### src/rtl/stage_execute_muldiv.sv
// stage_execute_muldiv
//   Iterative multiply/divide unit that owns the architectural HI/LO registers.
//   It executes MULT/MULTU/DIV/DIVU/MTHI/MTLO and holds HI/LO for MFHI/MFLO.
//   While a multiply or divide is in flight, busy=1 so the pipeline can stall
//   dependent instructions.
//
// Ports
//   clk      stage clock, rising edge
//   reset    asynchronous, active-high; clears all state
//   start    issue request for op (taken only when idle and not nullified)
//   nullify  cancels this cycle's issue
//   abort    kills the in-flight operation; HI/LO keep their old values
//   op       0 NONE, 1 MULT, 2 MULTU, 3 DIV, 4 DIVU, 5 MTHI, 6 MTLO, 7 NONE
//   rs, rt   operands (dividend/multiplicand, divisor/multiplier)
//   hi, lo   HI/LO registers
//   busy     registered in-flight flag
//
// state  | meaning
// -------+-----------------------------------------------------------
// S_IDLE | no operation in flight; accepts new requests
// S_MUL  | multiply: phase 0 forms the product, phase 1 writes HI/LO
// S_DIV  | one restoring divide step per cycle, WIDTH steps total
// S_FIX  | sign fix-up of quotient/remainder, writes HI/LO

module stage_execute_muldiv #(
  parameter int WIDTH = 32
) (
  input  logic             clk,
  input  logic             reset,
  input  logic             start,
  input  logic             nullify,
  input  logic             abort,
  input  logic [2:0]       op,
  input  logic [WIDTH-1:0] rs,
  input  logic [WIDTH-1:0] rt,
  output logic [WIDTH-1:0] hi,
  output logic [WIDTH-1:0] lo,
  output logic             busy
);

  localparam int CNT_W = $clog2(WIDTH);
  localparam logic [CNT_W-1:0] LAST_STEP = CNT_W'(WIDTH - 1);

  localparam logic [2:0] OP_MULT  = 3'd1;
  localparam logic [2:0] OP_MULTU = 3'd2;
  localparam logic [2:0] OP_DIV   = 3'd3;
  localparam logic [2:0] OP_DIVU  = 3'd4;
  localparam logic [2:0] OP_MTHI  = 3'd5;
  localparam logic [2:0] OP_MTLO  = 3'd6;

  typedef enum logic [1:0] {S_IDLE, S_MUL, S_DIV, S_FIX} state_t;

  state_t state, state_next;

  // multiply datapath
  logic [WIDTH-1:0]   mul_a, mul_b;
  logic               mul_signed;
  logic               mul_phase;
  logic [2*WIDTH-1:0] product;
  logic [2*WIDTH-1:0] mul_a_ext, mul_b_ext;

  // divide datapath: quo starts as |dividend| and shifts quotient bits in
  logic [WIDTH-1:0]   divisor, quo, rem;
  logic               q_neg, r_neg, div_zero;
  logic [WIDTH-1:0]   orig_rs;
  logic [CNT_W-1:0]   count;
  logic [WIDTH:0]     shifted, trial;
  logic [WIDTH-1:0]   quo_fixed, rem_fixed;

  // issue decode
  logic             issue, is_mul_op, is_div_op;
  logic             rs_neg, rt_neg;
  logic [WIDTH-1:0] rs_mag, rt_mag;

  always_comb begin
    is_mul_op = (op == OP_MULT) || (op == OP_MULTU);
    is_div_op = (op == OP_DIV) || (op == OP_DIVU);
    issue     = start && !nullify && !abort && (state == S_IDLE);
    rs_neg    = (op == OP_DIV) && rs[WIDTH-1];
    rt_neg    = (op == OP_DIV) && rt[WIDTH-1];
    rs_mag    = rs_neg ? -rs : rs;
    rt_mag    = rt_neg ? -rt : rt;
  end

  // Sign-extending to 2*WIDTH lets one unsigned multiplier serve both
  // MULT and MULTU; the low 2*WIDTH bits are correct in either case.
  always_comb begin
    mul_a_ext = {{WIDTH{mul_signed & mul_a[WIDTH-1]}}, mul_a};
    mul_b_ext = {{WIDTH{mul_signed & mul_b[WIDTH-1]}}, mul_b};
  end

  always_comb begin
    shifted   = {rem, quo[WIDTH-1]};
    trial     = shifted - {1'b0, divisor};
    quo_fixed = q_neg ? -quo : quo;
    rem_fixed = r_neg ? -rem : rem;
  end

  always_comb begin
    state_next = state;
    case (state)
      S_IDLE: begin
        if (issue && is_mul_op)      state_next = S_MUL;
        else if (issue && is_div_op) state_next = S_DIV;
      end
      S_MUL: begin
        if (abort || mul_phase) state_next = S_IDLE;
      end
      S_DIV: begin
        if (abort)                   state_next = S_IDLE;
        else if (count == LAST_STEP) state_next = S_FIX;
      end
      S_FIX:   state_next = S_IDLE;
      default: state_next = S_IDLE;
    endcase
  end

  always_ff @(posedge clk or posedge reset) begin
    if (reset) begin
      state <= S_IDLE;
      busy  <= 1'b0;
    end else begin
      state <= state_next;
      busy  <= (state_next != S_IDLE);
    end
  end

  always_ff @(posedge clk or posedge reset) begin
    if (reset) begin
      hi         <= '0;
      lo         <= '0;
      mul_a      <= '0;
      mul_b      <= '0;
      mul_signed <= 1'b0;
      mul_phase  <= 1'b0;
      product    <= '0;
      divisor    <= '0;
      quo        <= '0;
      rem        <= '0;
      q_neg      <= 1'b0;
      r_neg      <= 1'b0;
      div_zero   <= 1'b0;
      orig_rs    <= '0;
      count      <= '0;
    end else begin
      case (state)
        S_IDLE: begin
          if (issue) begin
            if (op == OP_MTHI) hi <= rs;
            if (op == OP_MTLO) lo <= rs;
            if (is_mul_op) begin
              mul_a      <= rs;
              mul_b      <= rt;
              mul_signed <= (op == OP_MULT);
              mul_phase  <= 1'b0;
            end
            if (is_div_op) begin
              quo      <= rs_mag;
              divisor  <= rt_mag;
              rem      <= '0;
              q_neg    <= rs_neg ^ rt_neg;
              r_neg    <= rs_neg;
              div_zero <= (rt == '0);
              orig_rs  <= rs;
              count    <= '0;
            end
          end
        end
        S_MUL: begin
          if (!abort) begin
            if (!mul_phase) begin
              product   <= mul_a_ext * mul_b_ext;
              mul_phase <= 1'b1;
            end else begin
              hi <= product[2*WIDTH-1:WIDTH];
              lo <= product[WIDTH-1:0];
            end
          end
        end
        S_DIV: begin
          if (!abort) begin
            // trial[WIDTH] set means the subtraction borrowed: restore
            if (!trial[WIDTH]) begin
              rem <= trial[WIDTH-1:0];
              quo <= {quo[WIDTH-2:0], 1'b1};
            end else begin
              rem <= shifted[WIDTH-1:0];
              quo <= {quo[WIDTH-2:0], 1'b0};
            end
            count <= count + 1'b1;
          end
        end
        S_FIX: begin
          if (!abort) begin
            if (div_zero) begin
              lo <= '1;
              hi <= orig_rs;
            end else begin
              lo <= quo_fixed;
              hi <= rem_fixed;
            end
          end
        end
        default: ;
      endcase
    end
  end

endmodule

### config.mk
export PLATFORM = sky130hd
export DESIGN_NAME = stage_execute_muldiv
export DESIGN_NICKNAME = d
export VERILOG_FILES = /design/src/rtl/stage_execute_muldiv.sv
export SDC_FILE = /design/constraint.sdc
export NUM_CORES = 2
export LEC_CHECK = 0
export CAP_MARGIN = 20
export CORE_MARGIN = 2
export CORE_UTILIZATION = 37
export CTS_BUF_LIST = sky130_fd_sc_hd__clkbuf_4 sky130_fd_sc_hd__clkbuf_8
export CTS_CLUSTER_DIAMETER = 150
export DETAILED_ROUTE_END_ITERATION = 16
export SKIP_CTS_REPAIR_TIMING = 1
export SLEW_MARGIN = 15
export SYNTH_ARGS = -nofsm -noshare
export SYNTH_HDL_FRONTEND = slang
export SYNTH_SLANG_ARGS = --single-unit
### constraint.sdc
create_clock -name clk -period 27.6 [get_ports clk]
set_clock_uncertainty 0.2 [all_clocks]
set_input_delay 2.76 -clock clk [delete_from_list [all_inputs] [get_ports clk]]
set_output_delay 2.76 -clock clk [all_outputs]
set_load 0.01 [all_outputs]
# After elaboration in Yosys (flattened, before gate mapping)

Index checks and enable logic that the tools add are counted.

Flip-flop bits (word level): 333
Input port bits: 72

Add/sub/neg operators: 6
$mul: 1
Equality and inequality tests: 19
Muxes and demuxes: 42
Bitwise gates (word level): 5
Reduce and logical (&&, ||, !) cells: 25

Operators by type and width:

| cell                                                                     | number |
|---|---|
| 32-bit 2-to-1 mux                                                        | 23 |
| 32-bit one-hot mux with 3 select lines                                   | 2 |
| 32-bit negator                                                           | 4 |
| 32-bit one-hot mux with 2 select lines                                   | 2 |
| 33-bit by 33-bit multiplier with 64-bit output                           | 1 |
| 33-bit by 32-bit subtractor with 33-bit output                           | 1 |
| 32-bit logical NOT                                                       | 1 |
| 5-bit 2-to-1 mux                                                         | 3 |
| 2-bit inequality test (second input constant)                            | 7 |
| 6-bit AND reduction                                                      | 2 |
| 2-bit 2-to-1 mux                                                         | 5 |
| 5-bit one-hot mux with 2 select lines                                    | 1 |
| 3-bit == test (second input constant)                                    | 3 |
| 3-bit AND reduction                                                      | 3 |
| 2-bit one-hot mux with 4 select lines                                    | 1 |
| 4-bit AND reduction                                                      | 2 |
| 1-bit logical AND                                                        | 7 |
| 3-bit by 2-bit == test with 1-bit output (second input constant)         | 2 |
| 2-bit nonzero test                                                       | 3 |
| 5-bit by 1-bit adder with 5-bit output (second input constant)           | 1 |
| 5-bit == test (second input constant)                                    | 1 |
| 2-bit == test (second input constant)                                    | 2 |
| 1-bit 2-to-1 mux                                                         | 4 |
| 2-bit by 1-bit inequality test with 1-bit output (second input constant) | 2 |
| other kinds (10)                                                         | 15 |

# Depth between registers and ports, before layout

Word-level depth: 9
Gate-level depth with buffers: 30

# Worst setup path after synthesis

OpenSTA, ideal clock, no wires.

Path kind: register to register
Start: register mul_a[31]
End: register product[63]
Arrival: 7915 ps
Required time: 27305 ps
Setup slack: 19389 ps
Cell stages (with the launch flop): 28
Path buffers: 1
Clock period less this slack: 8211 ps
Path through: dfrtp_1 -> and2_1 -> clkbuf_1 -> nand2_1 -> inv_1 -> fa_1 -> fa_1 -> fa_1 -> inv_1 -> fa_1 -> inv_1 -> fa_1 -> fa_1 -> inv_1 -> fa_1 -> inv_1 -> fa_1 -> ha_1 -> a21oi_1 -> o21bai_1 -> a21o_1 -> a311o_1 -> a21o_1 -> a21oi_1 -> o21ai_0 -> o21ai_0 -> a21oi_1 -> o31ai_1

Cells in the longest elaborated chain, start to end: 2

Ends and longest elaborated chain:

| element                                            | line | text |
|---|---|---|
| start: declaration                                 | 56   | `logic [WIDTH-1:0] mul_a, mul_b;` |
| start signal: assignment                           | 152  | `mul_a <= rs;` |
| 1-bit AND                                          | 88   | `mul_a_ext = {{WIDTH{mul_signed & mul_a[WIDTH-1]}}, mul_a};` |
| 33-bit by 33-bit multiplier with 64-bit output (*) | 172  | `product <= mul_a_ext * mul_b_ext;` |
| end signal: assignment                             | 172  |  |
| end: declaration                                   | 59   | `logic [2*WIDTH-1:0] product;` |

Every way passes the cells marked *; elsewhere a longest branch is shown, timed or not.
A chain may end at the register's enable or synchronous reset.

# Worst setup path after layout

Start: register mul_signed
End: register product[63]

Cells in the longest elaborated chain, start to end: 2
Elaborated cells between the ends (all ways): 3
Classes of those cells: mul: 1; bitwise: 2

Ends and longest elaborated chain:

| element                                            | line   | text |
|---|---|---|
| start: declaration                                 | 57     | `logic mul_signed;` |
| start signal: assignment                           | 154    | `mul_signed <= (op == OP_MULT);` |
| 1-bit AND, on equally long branches                | 88, 89 |  |
| 33-bit by 33-bit multiplier with 64-bit output (*) | 172    |  |

Marks and branches as above.

==> flow_summary_export.csv <==
group,metric,value,unit
run,maxCapViolations,0,
place,port_buffers,136,
floorplanning,initial_core_util,0.373,
clock_tree,cts-root-to-sink-buffers,3,
sta,final.period_utilization,0.363,
global_routing,sum_of_overflow_across_all_layers_after_global_routing,0,
detailed_routing,route.final.wire_length,177,mm
sta,tns,0,ps
floorplanning,die_w,393,um
worst_hold_path,min_from,"orig_rs[25]",
final_layout,design.final.nets,7538,
sta,setup_viol,0,
setup_path,timing.critical_path.from,"mul_signed",
sta,timing.final.hold_violations,0,
synth,cell_area_after_synthesis,56000,um^2
sta,tightestPinTransition,1040,ps
detailed_routing,post-route-drc-count,0,
sta,worst_slew_margin_rel,0.310,
synth,synth-warning-count,0,
global_routing,vias_in_the_first_global_route,45500,
setup_path,path_max_fanout,23,
synth,synth.avg_cell_area,9.09,um^2
sta,achievable-frequency,99.7,MHz
worst_hold_path,holdCritPathClass,"register to register",
global_routing,first_pass_grt_wire_length,275,mm
setup_path,cp_data_arrival_time,10380,ps
sta,layout_min_cycle_time,10030,ps
clock_tree,clkLatencyLatePin,670,ps
global_routing,gr-usage-all-layers,0.234,
floorplanning,i_o_pin_count,137,
worst_hold_path,worstHoldPathCells,2,
floorplanning,die-area,154000,um^2
synth,synth.distinct_cells,87,
setup_path,required,27950,ps
clock_tree,ctsRootBufferMaster,"sky130_fd_sc_hd__clkbuf_8",
place,hpwl,134,mm
clock_tree,clkTransAtPathRegs,60,ps
global_routing,number_of_antenna_violations_at_the_first_check_in_global_routing,12,
synth,ys_dominant_reg_cell,"sky130_fd_sc_hd__dfrtp_1",
synth,synth_sequential_area_ratio,0.149,
synth,syn_inst_count,6154,
sta,rsz0062_at_grt,"no",
clock_tree,clock-sinks,333,
detailed_routing,route.antenna.remaining_nets,0,
final_layout,synthToLayoutAreaGrowth,8.13,%
final_layout,final_common_cell,"sky130_fd_sc_hd__inv_1",
final_layout,postLayoutCellArea,60500,um^2
synth,number_of_nets_produced_by_synthesis,7602,
setup_path,endpoint_kind,"register",
setup_path,crit_path_start_kind,"register",
floorplanning,placementRows,142,
detailed_routing,wl_per_cell,21.7,um
outcome,run_status,"finished, final reports clean",
synth,async_flop_share,1.00,
synth,synth_edf_count,0,
clock_tree,numCtsBuffers,66,
setup_path,timing.rr.start,"mul_signed",
synth,synth.ff_latch_count,333,
setup_path,worstSetupPathType,"register to register",
final_layout,post_route_cells_drive_above_1_share,0.0531,
detailed_routing,route.vias.total,42700,
place,postPlaceCellArea,59100,um^2
detailed_routing,viasPerCell,5.23,
detailed_routing,initialDrtViolationCount,3167,
floorplanning,fp.dieH,393,um
final_layout,mostFrequentLayoutCells,"sky130_fd_sc_hd__inv_1, sky130_fd_sc_hd__fa_1, sky130_fd_sc_hd__nand2_1",
sta,timing.final.max_slew_violations,0,
clock_tree,clock_tree_from_tritoncts,"yes",
detailed_routing,dr.pass1.iters,6,
place,gp_routability_congestion,0.926,
floorplanning,placeableCoreArea,150000,um^2
clock_tree,clock_tree.htree_level_count,3,
global_routing,maximum_number_of_pins_on_one_net_before_global_route_repair,106,
setup_path,rr_worst_depth,26,
## cells by family (layout without fill, tap and decap cells)
logic type | after synthesis | in the layout | share of synthesized area
AOI/OAI and AO/OA | 734 | 734 | 0.0799
xor gates and xnor gates | 218 | 218 | 0.0345
adders and majority gates | 1376 | 1376 | 0.459
buffers and inverters | 1499 | 1485 | 0.103
DFF | 333 | 333 | 0.149
muxes | 121 | 121 | 0.0232
other | 0 | 3 | 0
and+or+nand+nor | 1873 | 1873 | 0.152
## critical path, cell delays in order (launching register included)
cell and delay, ps:
sky130_fd_sc_hd__dfrtp_1 890, sky130_fd_sc_hd__and2_1 770, sky130_fd_sc_hd__nand2_1 200, sky130_fd_sc_hd__inv_1 160
sky130_fd_sc_hd__fa_1 500, sky130_fd_sc_hd__fa_1 570, sky130_fd_sc_hd__fa_1 650, sky130_fd_sc_hd__inv_1 120
sky130_fd_sc_hd__fa_1 1130, sky130_fd_sc_hd__inv_1 360, sky130_fd_sc_hd__fa_1 550, sky130_fd_sc_hd__fa_1 540
sky130_fd_sc_hd__inv_1 50, sky130_fd_sc_hd__fa_1 480, sky130_fd_sc_hd__inv_1 50, sky130_fd_sc_hd__fa_1 440
sky130_fd_sc_hd__ha_1 340, sky130_fd_sc_hd__a21oi_1 230, sky130_fd_sc_hd__o21bai_1 90, sky130_fd_sc_hd__a21o_1 190
sky130_fd_sc_hd__a311o_1 370, sky130_fd_sc_hd__a21o_1 200, sky130_fd_sc_hd__a21oi_1 160, sky130_fd_sc_hd__o21ai_0 110
sky130_fd_sc_hd__o21ai_0 210, sky130_fd_sc_hd__a21oi_1 100, sky130_fd_sc_hd__o31ai_1 240
## path summary, 6_finish.rpt
path / end / slack (ps)
setup / recovery: product[63] / 17570
hold / removal: orig_rs[25] / 270
setup reg to reg: product[63] / 17570
hold reg to reg: orig_rs[25] / 270
max in group asynchronous: hi[20] / 22420
min in group asynchronous: rem[28] / 2370
## cell type report
cell class,count,area [um^2]
timing repair buffer,223,2010
clock buffer,96,1200
multi-input combinational,4322,41900
tap,2016,2520
fill,15000,89400
antenna,3,7.51
clock inverter,22,184
inverter,1144,4300
sequential,333,8350
## state kept, by name, indices dropped and copies added, names as in the netlist, 2 cells and up
signal / count
mul_a: 32
quo: 32
divisor: 32
mul_b: 32
count: 5
state: 2
product: 64
hi: 32
rem: 32
lo: 32
orig_rs: 32
## cells in the mapped netlist, types with 5 or more instances
cell type / number / area (um^2)
sky130_fd_sc_hd__inv_1: 1143 / 4290
sky130_fd_sc_hd__fa_1: 1126 / 22500
sky130_fd_sc_hd__nand2_1: 1107 / 4160
sky130_fd_sc_hd__and2_1: 356 / 2230
sky130_fd_sc_hd__dfrtp_1: 333 / 8330
sky130_fd_sc_hd__clkbuf_1: 332 / 1250
sky130_fd_sc_hd__o21ai_0: 265 / 1330
sky130_fd_sc_hd__ha_1: 250 / 3130
sky130_fd_sc_hd__nor2_1: 168 / 631
sky130_fd_sc_hd__a21oi_1: 167 / 836
sky130_fd_sc_hd__xnor2_1: 130 / 1140
sky130_fd_sc_hd__xor2_1: 87 / 762
sky130_fd_sc_hd__mux2_2: 68 / 766
sky130_fd_sc_hd__mux2i_1: 53 / 531
sky130_fd_sc_hd__a21o_1: 38 / 285
sky130_fd_sc_hd__nor3_1: 36 / 180
sky130_fd_sc_hd__a31oi_1: 35 / 219
sky130_fd_sc_hd__nand2b_1: 35 / 219
sky130_fd_sc_hd__nand3_1: 32 / 160
sky130_fd_sc_hd__o31ai_1: 30 / 225
sky130_fd_sc_hd__and3_1: 29 / 181
sky130_fd_sc_hd__nor2b_1: 22 / 138
sky130_fd_sc_hd__o21ai_1: 22 / 110
sky130_fd_sc_hd__o22ai_1: 22 / 138
sky130_fd_sc_hd__o221ai_1: 21 / 184
sky130_fd_sc_hd__o41ai_1: 17 / 149
sky130_fd_sc_hd__o211ai_1: 14 / 105
sky130_fd_sc_hd__a211oi_1: 13 / 97.6
sky130_fd_sc_hd__a22oi_1: 13 / 97.6
sky130_fd_sc_hd__nand4_1: 13 / 81.3
sky130_fd_sc_hd__or4_1: 13 / 97.6
sky130_fd_sc_hd__nor4_1: 12 / 75.1
sky130_fd_sc_hd__or2_2: 12 / 75.1
sky130_fd_sc_hd__o21a_1: 11 / 82.6
sky130_fd_sc_hd__o21bai_1: 11 / 82.6
sky130_fd_sc_hd__nand3b_1: 10 / 75.1
sky130_fd_sc_hd__or3_1: 9 / 56.3
sky130_fd_sc_hd__a22o_1: 7 / 61.3
sky130_fd_sc_hd__buf_6: 7 / 78.8
sky130_fd_sc_hd__a21boi_0: 5 / 37.5
## per-layer routing
layer | global-route usage | vias to the layer above | wire, um
met5 | 0 | - | 27
met4 | 0.0766 | 4 | 6470
met3 | 0.0373 | 361 | 14100
met2 | 0.383 | 1726 | 81900
met1 | 0.317 | 22000 | 74300
li1 | - | 18600 | -
## per-stage QoR
| step | utilization | hold slack [ps] | std cells | setup slack, ps |
|---|---|---|---|---|
| after floorplan | - | 233 | 6154 | 15420 |
| after global placement | 0.394 | 251 | 8038 | 17710 |
| after detailed placement | 0.394 | 256 | 8038 | 17570 |
| after CTS | 0.404 | 271 | 8156 | 17530 |
| after global routing | 0.404 | 285 | 8157 | 17100 |
| final | 0.404 | 272 | 8159 | 17570 |
Power is not shown: default switching activity piles up to over one toggle a cycle in this logic, so the estimate is an artifact.
